===== src/rtl/risc_mem_arbiter_pkg.sv =====
// Shared types and defaults for the RISC unified-memory arbiter.
package risc_mem_arbiter_pkg;

    localparam int WIDTH_DEF    = 32;
    localparam int ADDRSIZE_DEF = 12;
    localparam int WAIT_MAX_DEF = 8;

    typedef enum logic [1:0] {
        ST_IDLE   = 2'd0,
        ST_ACCESS = 2'd1,
        ST_RESP   = 2'd2
    } arb_state_t;

    typedef enum logic {
        OWN_IF = 1'b0,
        OWN_DM = 1'b1
    } owner_t;

    // Width of the ACCESS wait counter; never narrower than one bit.
    function automatic int cnt_width(input int n);
        return (n > 1) ? $clog2(n) : 1;
    endfunction

endpackage


===== src/rtl/risc_mem_arbiter_pick.sv =====
// Combinational owner select between fetch and data requesters.
// RISC_ARB_RR_FAIR_EN: simultaneous requests go to the requester that did not own the last grant.
module risc_arb_pick
    import risc_mem_arbiter_pkg::*;
(
    input  logic   if_req,
    input  logic   dm_req,
`ifdef RISC_ARB_RR_FAIR_EN
    input  owner_t last_owner,
`endif
    output logic   any_req,
    output owner_t owner
);

    always_comb begin
        any_req = if_req | dm_req;
        owner   = OWN_IF;
        if (if_req && dm_req) begin
`ifdef RISC_ARB_RR_FAIR_EN
            owner = (last_owner == OWN_IF) ? OWN_DM : OWN_IF;
`else
            owner = OWN_DM;
`endif
        end else if (dm_req) begin
            owner = OWN_DM;
        end
    end

endmodule


===== src/rtl/risc_mem_arbiter.sv =====
// Serialises fetch and data accesses onto one unified memory port with a stall timeout.
// Optional fairness on simultaneous requests: define RISC_ARB_RR_FAIR_EN.
module risc_mem_arbiter
    import risc_mem_arbiter_pkg::*;
#(
    parameter int WIDTH    = WIDTH_DEF,
    parameter int ADDRSIZE = ADDRSIZE_DEF,
    parameter int WAIT_MAX = WAIT_MAX_DEF
) (
    input  logic                clk,
    input  logic                reset_n,
    input  logic                if_req,
    input  logic [ADDRSIZE-1:0] if_addr,
    output logic                if_gnt,
    output logic                if_valid,
    output logic [WIDTH-1:0]    if_rdata,
    input  logic                dm_req,
    input  logic                dm_we,
    input  logic [ADDRSIZE-1:0] dm_addr,
    input  logic [WIDTH-1:0]    dm_wdata,
    output logic                dm_gnt,
    output logic                dm_valid,
    output logic [WIDTH-1:0]    dm_rdata,
    output logic                mem_en,
    output logic                mem_we,
    output logic [ADDRSIZE-1:0] mem_addr,
    output logic [WIDTH-1:0]    mem_wdata,
    input  logic [WIDTH-1:0]    mem_rdata,
    input  logic                mem_ready,
    output logic                err,
    output logic                busy,
    output logic [1:0]          dbg_state
);

    localparam int            CW        = cnt_width(WAIT_MAX);
    localparam logic [CW-1:0] WAIT_LAST = CW'(WAIT_MAX - 1);

    // Handshake: a requester raises req with stable addr/data and holds it until its
    // 1-cycle valid pulse; gnt pulses in the first ACCESS cycle, valid in the RESP cycle.
    arb_state_t          state_q, state_d;
    owner_t              owner_q, owner_d;
    logic [CW-1:0]       wait_q, wait_d;
    logic                any_req;
    owner_t              pick_owner;
    logic                if_gnt_d, dm_gnt_d, if_valid_d, dm_valid_d, err_d, busy_d;
    logic                mem_en_d, mem_we_d;
    logic [ADDRSIZE-1:0] mem_addr_d;
    logic [WIDTH-1:0]    mem_wdata_d, if_rdata_d, dm_rdata_d;
`ifdef RISC_ARB_RR_FAIR_EN
    owner_t              last_owner_q, last_owner_d;
`endif

    risc_arb_pick u_pick (
        .if_req     (if_req),
        .dm_req     (dm_req),
`ifdef RISC_ARB_RR_FAIR_EN
        .last_owner (last_owner_q),
`endif
        .any_req    (any_req),
        .owner      (pick_owner)
    );

    always_comb begin
        state_d     = state_q;
        owner_d     = owner_q;
        wait_d      = wait_q;
        if_gnt_d    = 1'b0;
        dm_gnt_d    = 1'b0;
        if_valid_d  = 1'b0;
        dm_valid_d  = 1'b0;
        err_d       = 1'b0;
        mem_en_d    = 1'b0;
        mem_we_d    = mem_we;
        mem_addr_d  = mem_addr;
        mem_wdata_d = mem_wdata;
        if_rdata_d  = if_rdata;
        dm_rdata_d  = dm_rdata;
`ifdef RISC_ARB_RR_FAIR_EN
        last_owner_d = last_owner_q;
`endif
        case (state_q)
            ST_IDLE: begin
                if (any_req) begin
                    state_d  = ST_ACCESS;
                    owner_d  = pick_owner;
                    wait_d   = '0;
                    mem_en_d = 1'b1;
`ifdef RISC_ARB_RR_FAIR_EN
                    last_owner_d = pick_owner;
`endif
                    if (pick_owner == OWN_DM) begin
                        dm_gnt_d    = 1'b1;
                        mem_we_d    = dm_we;
                        mem_addr_d  = dm_addr;
                        mem_wdata_d = dm_wdata;
                    end else begin
                        if_gnt_d    = 1'b1;
                        mem_we_d    = 1'b0;
                        mem_addr_d  = if_addr;
                        mem_wdata_d = '0;
                    end
                end
            end
            ST_ACCESS: begin
                mem_en_d = 1'b1;
                if (mem_ready || wait_q == WAIT_LAST) begin
                    state_d  = ST_RESP;
                    mem_en_d = 1'b0;
                    err_d    = ~mem_ready;
                    if (owner_q == OWN_DM) begin
                        dm_valid_d = 1'b1;
                        // Stores keep the previous load data unless the access timed out.
                        if (!mem_ready)   dm_rdata_d = '0;
                        else if (!mem_we) dm_rdata_d = mem_rdata;
                    end else begin
                        if_valid_d = 1'b1;
                        if_rdata_d = mem_ready ? mem_rdata : '0;
                    end
                end else begin
                    wait_d = wait_q + CW'(1);
                end
            end
            ST_RESP: begin
                state_d = ST_IDLE;
                wait_d  = '0;
            end
            default: begin
                state_d = ST_IDLE;
                wait_d  = '0;
            end
        endcase
        busy_d = (state_d != ST_IDLE);
    end

    always_ff @(posedge clk) begin
        if (!reset_n) begin
            state_q   <= ST_IDLE;
            owner_q   <= OWN_IF;
            wait_q    <= '0;
            if_gnt    <= 1'b0;
            dm_gnt    <= 1'b0;
            if_valid  <= 1'b0;
            dm_valid  <= 1'b0;
            err       <= 1'b0;
            busy      <= 1'b0;
            mem_en    <= 1'b0;
            mem_we    <= 1'b0;
            mem_addr  <= '0;
            mem_wdata <= '0;
            if_rdata  <= '0;
            dm_rdata  <= '0;
`ifdef RISC_ARB_RR_FAIR_EN
            last_owner_q <= OWN_IF;
`endif
        end else begin
            state_q   <= state_d;
            owner_q   <= owner_d;
            wait_q    <= wait_d;
            if_gnt    <= if_gnt_d;
            dm_gnt    <= dm_gnt_d;
            if_valid  <= if_valid_d;
            dm_valid  <= dm_valid_d;
            err       <= err_d;
            busy      <= busy_d;
            mem_en    <= mem_en_d;
            mem_we    <= mem_we_d;
            mem_addr  <= mem_addr_d;
            mem_wdata <= mem_wdata_d;
            if_rdata  <= if_rdata_d;
            dm_rdata  <= dm_rdata_d;
`ifdef RISC_ARB_RR_FAIR_EN
            last_owner_q <= last_owner_d;
`endif
        end
    end

    assign dbg_state = state_q;

endmodule


===== config.mk =====
export PLATFORM = sky130hd
export DESIGN_NAME = risc_mem_arbiter
export DESIGN_NICKNAME = d
export VERILOG_FILES = /design/src/rtl/risc_mem_arbiter_pkg.sv /design/src/rtl/risc_mem_arbiter_pick.sv /design/src/rtl/risc_mem_arbiter.sv
export SDC_FILE = /design/constraint.sdc
export NUM_CORES = 1
export LEC_CHECK = 0
export ABC_AREA = 1
export CORE_MARGIN = 8
export CORE_UTILIZATION = 38
export CTS_CLUSTER_DIAMETER = 150
export DETAILED_ROUTE_END_ITERATION = 6
export GPL_TIMING_DRIVEN = 1
export PLACE_DENSITY = 0.85
export SLEW_MARGIN = 10
export SYNTH_ARGS = -nofsm -noshare
export SYNTH_HDL_FRONTEND = slang
export SYNTH_SLANG_ARGS = --single-unit

===== constraint.sdc =====
create_clock -name clk -period 1.5 [get_ports clk]
set_clock_uncertainty 0.1 [all_clocks]
set_input_delay 0.3 -clock clk [delete_from_list [all_inputs] [get_ports clk]]
set_output_delay 0.3 -clock clk [all_outputs]
set_load 0.03 [all_outputs]

# --- Word level (Yosys, flattened, before mapping) ---
# Cells that the tools add are included.
totals:
  out_inout_bits: 118
  ff_bits: 122
  elab_cells: 55
op_classes:
  n_reduce_logical: 10
  addsub: 1
  n_mux: 21
  eq_ne: 5
  n_bitwise: 3
ops:
  columns: ["operator", "n"]
  rows:
  - ["$mux 32", 4]
  - ["$mux 12", 1]
  - ["$mux 1", 9]
  - ["$reduce_and 3->1", 3]
  - ["$mux 3", 2]
  - ["$ne 2x2->1 const B", 3]
  - ["$pmux 3 s2", 1]
  - ["$mux 2", 2]
  - ["$pmux 2 s2", 1]
  - ["$reduce_and 2->1", 2]
  - ["$reduce_and 4->1", 1]
  - ["$add 3x1->3 const B", 1]
  - ["$eq 3x3->1 const B", 1]
  - ["$eq 2x1->1 const B", 1]
  - ["$logic_not 2->1", 1]
  - ["$not 1->1", 2]
  - ["$pmux 1 s2", 1]
  - ["$reduce_bool 2->1", 1]
  - ["$logic_and 1x1->1", 1]
  - ["$logic_or 1x1->1", 1]
  - ["$or 1x1->1", 1]

# --- Logic depth before layout (Yosys ltp) ---
depth:
  ltp_word: 5
  depth_mapped: 9
  depth_no_buf: 9

# --- Modules after synthesis ---
# Synthesis repeated with hierarchy kept, for this count alone.
hier_totals:
  hier_cells: 716
  area_unflattened_um2: 4998.5
modules_own_cells:
  columns: ["module", "n_inst", "area_per_inst_um2", "cells_each"]
  rows:
  - ["risc_mem_arbiter", 1, 4983.5, 712]
  - ["risc_arb_pick", 1, 15.0, 4]

# --- Worst setup path before layout ---
# OpenSTA, ideal clock, no wires.
synth_path:
  path_type: "reg-to-reg"
  startpoint: "register wait_q[0]"
  endpoint: "register dm_rdata[0]"
  setup_time_ps: 115
  stages_incl_launch_ff: 9
  path_slack_ps: -48
  arrival_ps: 1333
  required_ps: 1285
  cell_sequence: "dfxtp_1 -> ha_1 -> ha_1 -> nor2_2 -> nor2_4 -> buf_6 -> buf_2 -> a21oi_1 -> nor2_1"
synth_via:
  elab_chain_cells: 3
synth_rtl:
  columns: ["item", "line", "source"]
  rows:
  - ["start: declaration", "risc_mem_arbiter.sv:42", "logic [CW-1:0] wait_q, wait_d;"]
  - ["start signal: assignment", "risc_mem_arbiter.sv:158", "wait_q <= wait_d;"]
  - ["$eq 3x3->1", "risc_mem_arbiter.sv:106", "if (mem_ready || wait_q == WAIT_LAST) begin"]
  - ["$logic_or 1x1->1", "risc_mem_arbiter.sv:106", null]
  - ["$reduce_and 4->1 (no source line)", null, null]
  - ["end signal: assignment", "risc_mem_arbiter.sv:170", "dm_rdata <= dm_rdata_d;"]
  - ["end: declaration", "risc_mem_arbiter.sv:23", "output logic [WIDTH-1:0] dm_rdata,"]
# No other way between the ends.
# A chain may end at the register's enable or synchronous reset.

# --- Final worst setup path ---
layout_path:
  startpoint: "register wait_q[0]"
  endpoint: "register dm_rdata[5]"
# Same word-level chain as after synthesis.

==> results.yml <==
status:
  status: "finished with violations"
  violations: "setup timing"
grt:
  overflow: 0
  grtUsageTotal_pct: 20.3
  grt_max_degree: 51
  grt_pass1_wl_um: 26400
  grt_antenna_before_repair: 0
  first_global_vias: 5318
synthesis:
  synth_edf_count: 0
  synth-seq-cells: 122
  syn-cell-area_um2: 4950
  synth_area_per_cell_um2: 6.87
  yosys.cell_types.count: 20
  synth_nets: 816
  yosysWarnings: 0
  netlist_instances: 720
  seq_area_frac_synth_pct: 49.4
  synth-async-reset-ratio_pct: 0
  synth_ff_type: "dfxtp_1"
timing:
  worstMarginPinSlew_ns: 0.506
  post-route-min-period_ns: 1.61
  rsz0062_at_grt: "yes"
  finalCritPeriodShare_pct: 107
  setup_viol: 36
  maxSlewHeadroom_pct: 66.3
  hold_viol: 0
  fin_ws_ns: -0.107
  max_freq_ghz: 0.622
  hold_slack_ns: 0.255
  slew_viol_final: 0
routing:
  drtIter0Drc: 434
  wl_um: 17500
  firstDrtPassIters: 6
  num_vias: 5420
  drc: 0
  ant_nets: 0
  vias_per_cell: 4.81
  wl_per_cell_um: 15.5
layout:
  num_antenna_cells: 0
  drive_gt1_share_pct: 25.4
  postLayoutCellArea_um2: 8380
  fin_util_pct: 66.1
  syn_to_final_growth_pct: 69.3
  final_nets: 1038
  layout.cells.non_filler: 1127
floorplan:
  start_util_pct: 39.0
  fp.coreArea_um2: 12700
  rows: 41
  die_x_um: 130
  ios: 212
  dieArea_um2: 16900
  die_h_um: 130
placed_design:
  dp.cells: 1087
  portBuffers: 211
  dp_slack_ns: -0.352
  dpl_cell_area_um2: 7490
  gp_congestion: 0.796
  dp_hpwl_um: 11900
setup_path:
  cp_top_family: "simple AND/OR/NAND/NOR gates"
  worst_path_largest_cell_delay_ns: 0.35
  crit_type: "flip-flop to flip-flop"
  crit_fanout: 6
  cp-end-kind: "flip-flop"
  startpoint_type: "flip-flop"
  arrival_ns: 1.81
  worst_path_max_delay_cell: "dfxtp_2"
  cp.required_ns: 1.71
  path_buf_inv: 2
  cp_cell_sequence: "ha_4 -> ha_4 -> nor2_4 -> nor2_4 -> buf_6 -> buf_6 -> nand3_1 -> nand2_1 -> nor2_1"
clock_network:
  cts_tree: "yes"
  clk_path_buf_depth: 2
  clock-sinks: 122
  clkLatencyLatePin_ns: 0.42
  cts_root_buf: "clkbuf_16"
  clk_pin_slew_ns: 0.06
  cts_buffers: 17
  htreeDepth: 4
hold_path:
  worstHoldPathType: "input port to flip-flop"
pwr:
  peakVddDrop_mv: 0.882
  cellLeakagePower_nw: 3.91
  p_per_area_nw_per_um2: 1210
flow_run:
  maxCapViolations: 0
cell usage after synthesis (2+ instances only):
cell      count  area share, %
nor2_1      137             10
a21oi_1      30            3.0
clkbuf_1     11           0.83
buf_1         9           0.68
dfxtp_1     122             49
inv_2         2           0.15
nand2_1     232             18
nor2_2        3           0.38
buf_4         3           0.46
inv_1        44            3.3
buf_2        24            2.4
ha_1          2           0.51
o21ai_0      12            1.2
nand3_1      83            8.4
final timing paths:
path | start | to | slack [ns] | cells past startpoint
max | wait_q[0] | dm_rdata[5] | -0.11 | 9
min | reset_n | wait_q[1] | 0.26 | 4
max reg2reg | wait_q[0] | dm_rdata[5] | -0.11 | 9
min reg2reg | mem_wdata[19] | mem_wdata[19] | 0.36 | 2
report_power, final:
group          internal [mW]  switching, mW  leakage (nW)
logic                  0.870           1.16          2.59
registers               3.46          0.125         0.999
clock network           3.02           1.47         0.323
total                   7.34           2.76          3.91
sequential cells by signal (all words and copies together), names as in the netlist:
signal,flops
dm_rdata,32
if_rdata,32
mem_wdata,32
mem_addr,12
wait_q,3
dbg_state,2
busy,1
dm_gnt,1
dm_valid,1
err,1
if_gnt,1
if_valid,1
mem_en,1
mem_we,1
owner_q,1
cells by family (layout without fill, tap and decap cells):
group                    Yosys count  count (layout)  synth area share, %
flip-flops                       122             122                 49.4
AO/OA/AOI/OAI                     45              45                 4.88
AND/OR/NAND/NOR                  457             457                 37.1
adder cells (fa/ha/maj)            2               2                0.506
buffers and inverters             94             329                 8.12
layout make-up:
class | count | area (um^2)
clock buffers | 19 | 453
clock inverters | 13 | 196
fillers | 1043 | 4300
inverters | 46 | 173
multi-input cells | 504 | 2280
flip-flops and latches | 122 | 2450
well taps | 172 | 215
repair buffers | 251 | 2610
worst reg2reg max path, delay by kind of cell, from the launching register on:
| family | cells | cell delay [ns] |
|---|---|---|
| adders and majority gates | 2 | 0.29 |
| buffers and inverters | 2 | 0.32 |
| DFF | 1 | 0.35 |
| and+or+nand+nor | 5 | 0.44 |
metal layers:
layer	part of all wire, %	GRT usage, %	vias up
met5	0	0	-
met4	2.2	8.33	0
met3	12	9.71	33
met2	48	34.2	245
met1	38	21.3	2471
li1	-	-	2671
timing repair:
action | CTS | global route
gates resized for setup | 354 | 89
buffers inserted | 2 | 0
gates cloned | 2 | 4
setup endpoints to repair | 174 | 110
hold buffers | 0 | 0
pin swaps | 4 | 2
layout by cell type, fill, tap and decap left out, types with 2 or more instances in the layout:
master	synthesis	layout
nor2_1	137	134
clkbuf_2	0	2
buf_16	0	2
clkbuf_16	0	20
buf_12	0	18
a21oi_1	30	19
buf_4	3	25
buf_2	24	34
buf_6	1	5
clkdlybuf4s50_1	0	92
nand2_1	232	224
dfxtp_2	0	4
clkbuf_8	0	2
clkinv_2	0	6
nand2_2	1	9
a21oi_2	0	11
nor2_4	1	2
ha_4	0	2
dfxtp_1	122	118
bufinv_16	0	5
inv_1	44	44
nand3_2	0	15
clkdlybuf4s15_2	0	62
inv_2	2	2
clkdlybuf4s18_2	0	8
nand3_1	83	68
o21ai_0	12	12
nor2_2	3	5
stage by stage:
stage          power, mW  TNS (ns)
6_report            10.1     -1.61
5_1_grt             10.5     -5.19
4_1_cts             10.1    -0.184
3_5_place_dp        5.61    -28.81
3_3_place_gp        5.58    -25.77
2_1_floorplan       4.64    -0.248
No activity file was read; power rests on OpenSTA's default activity.
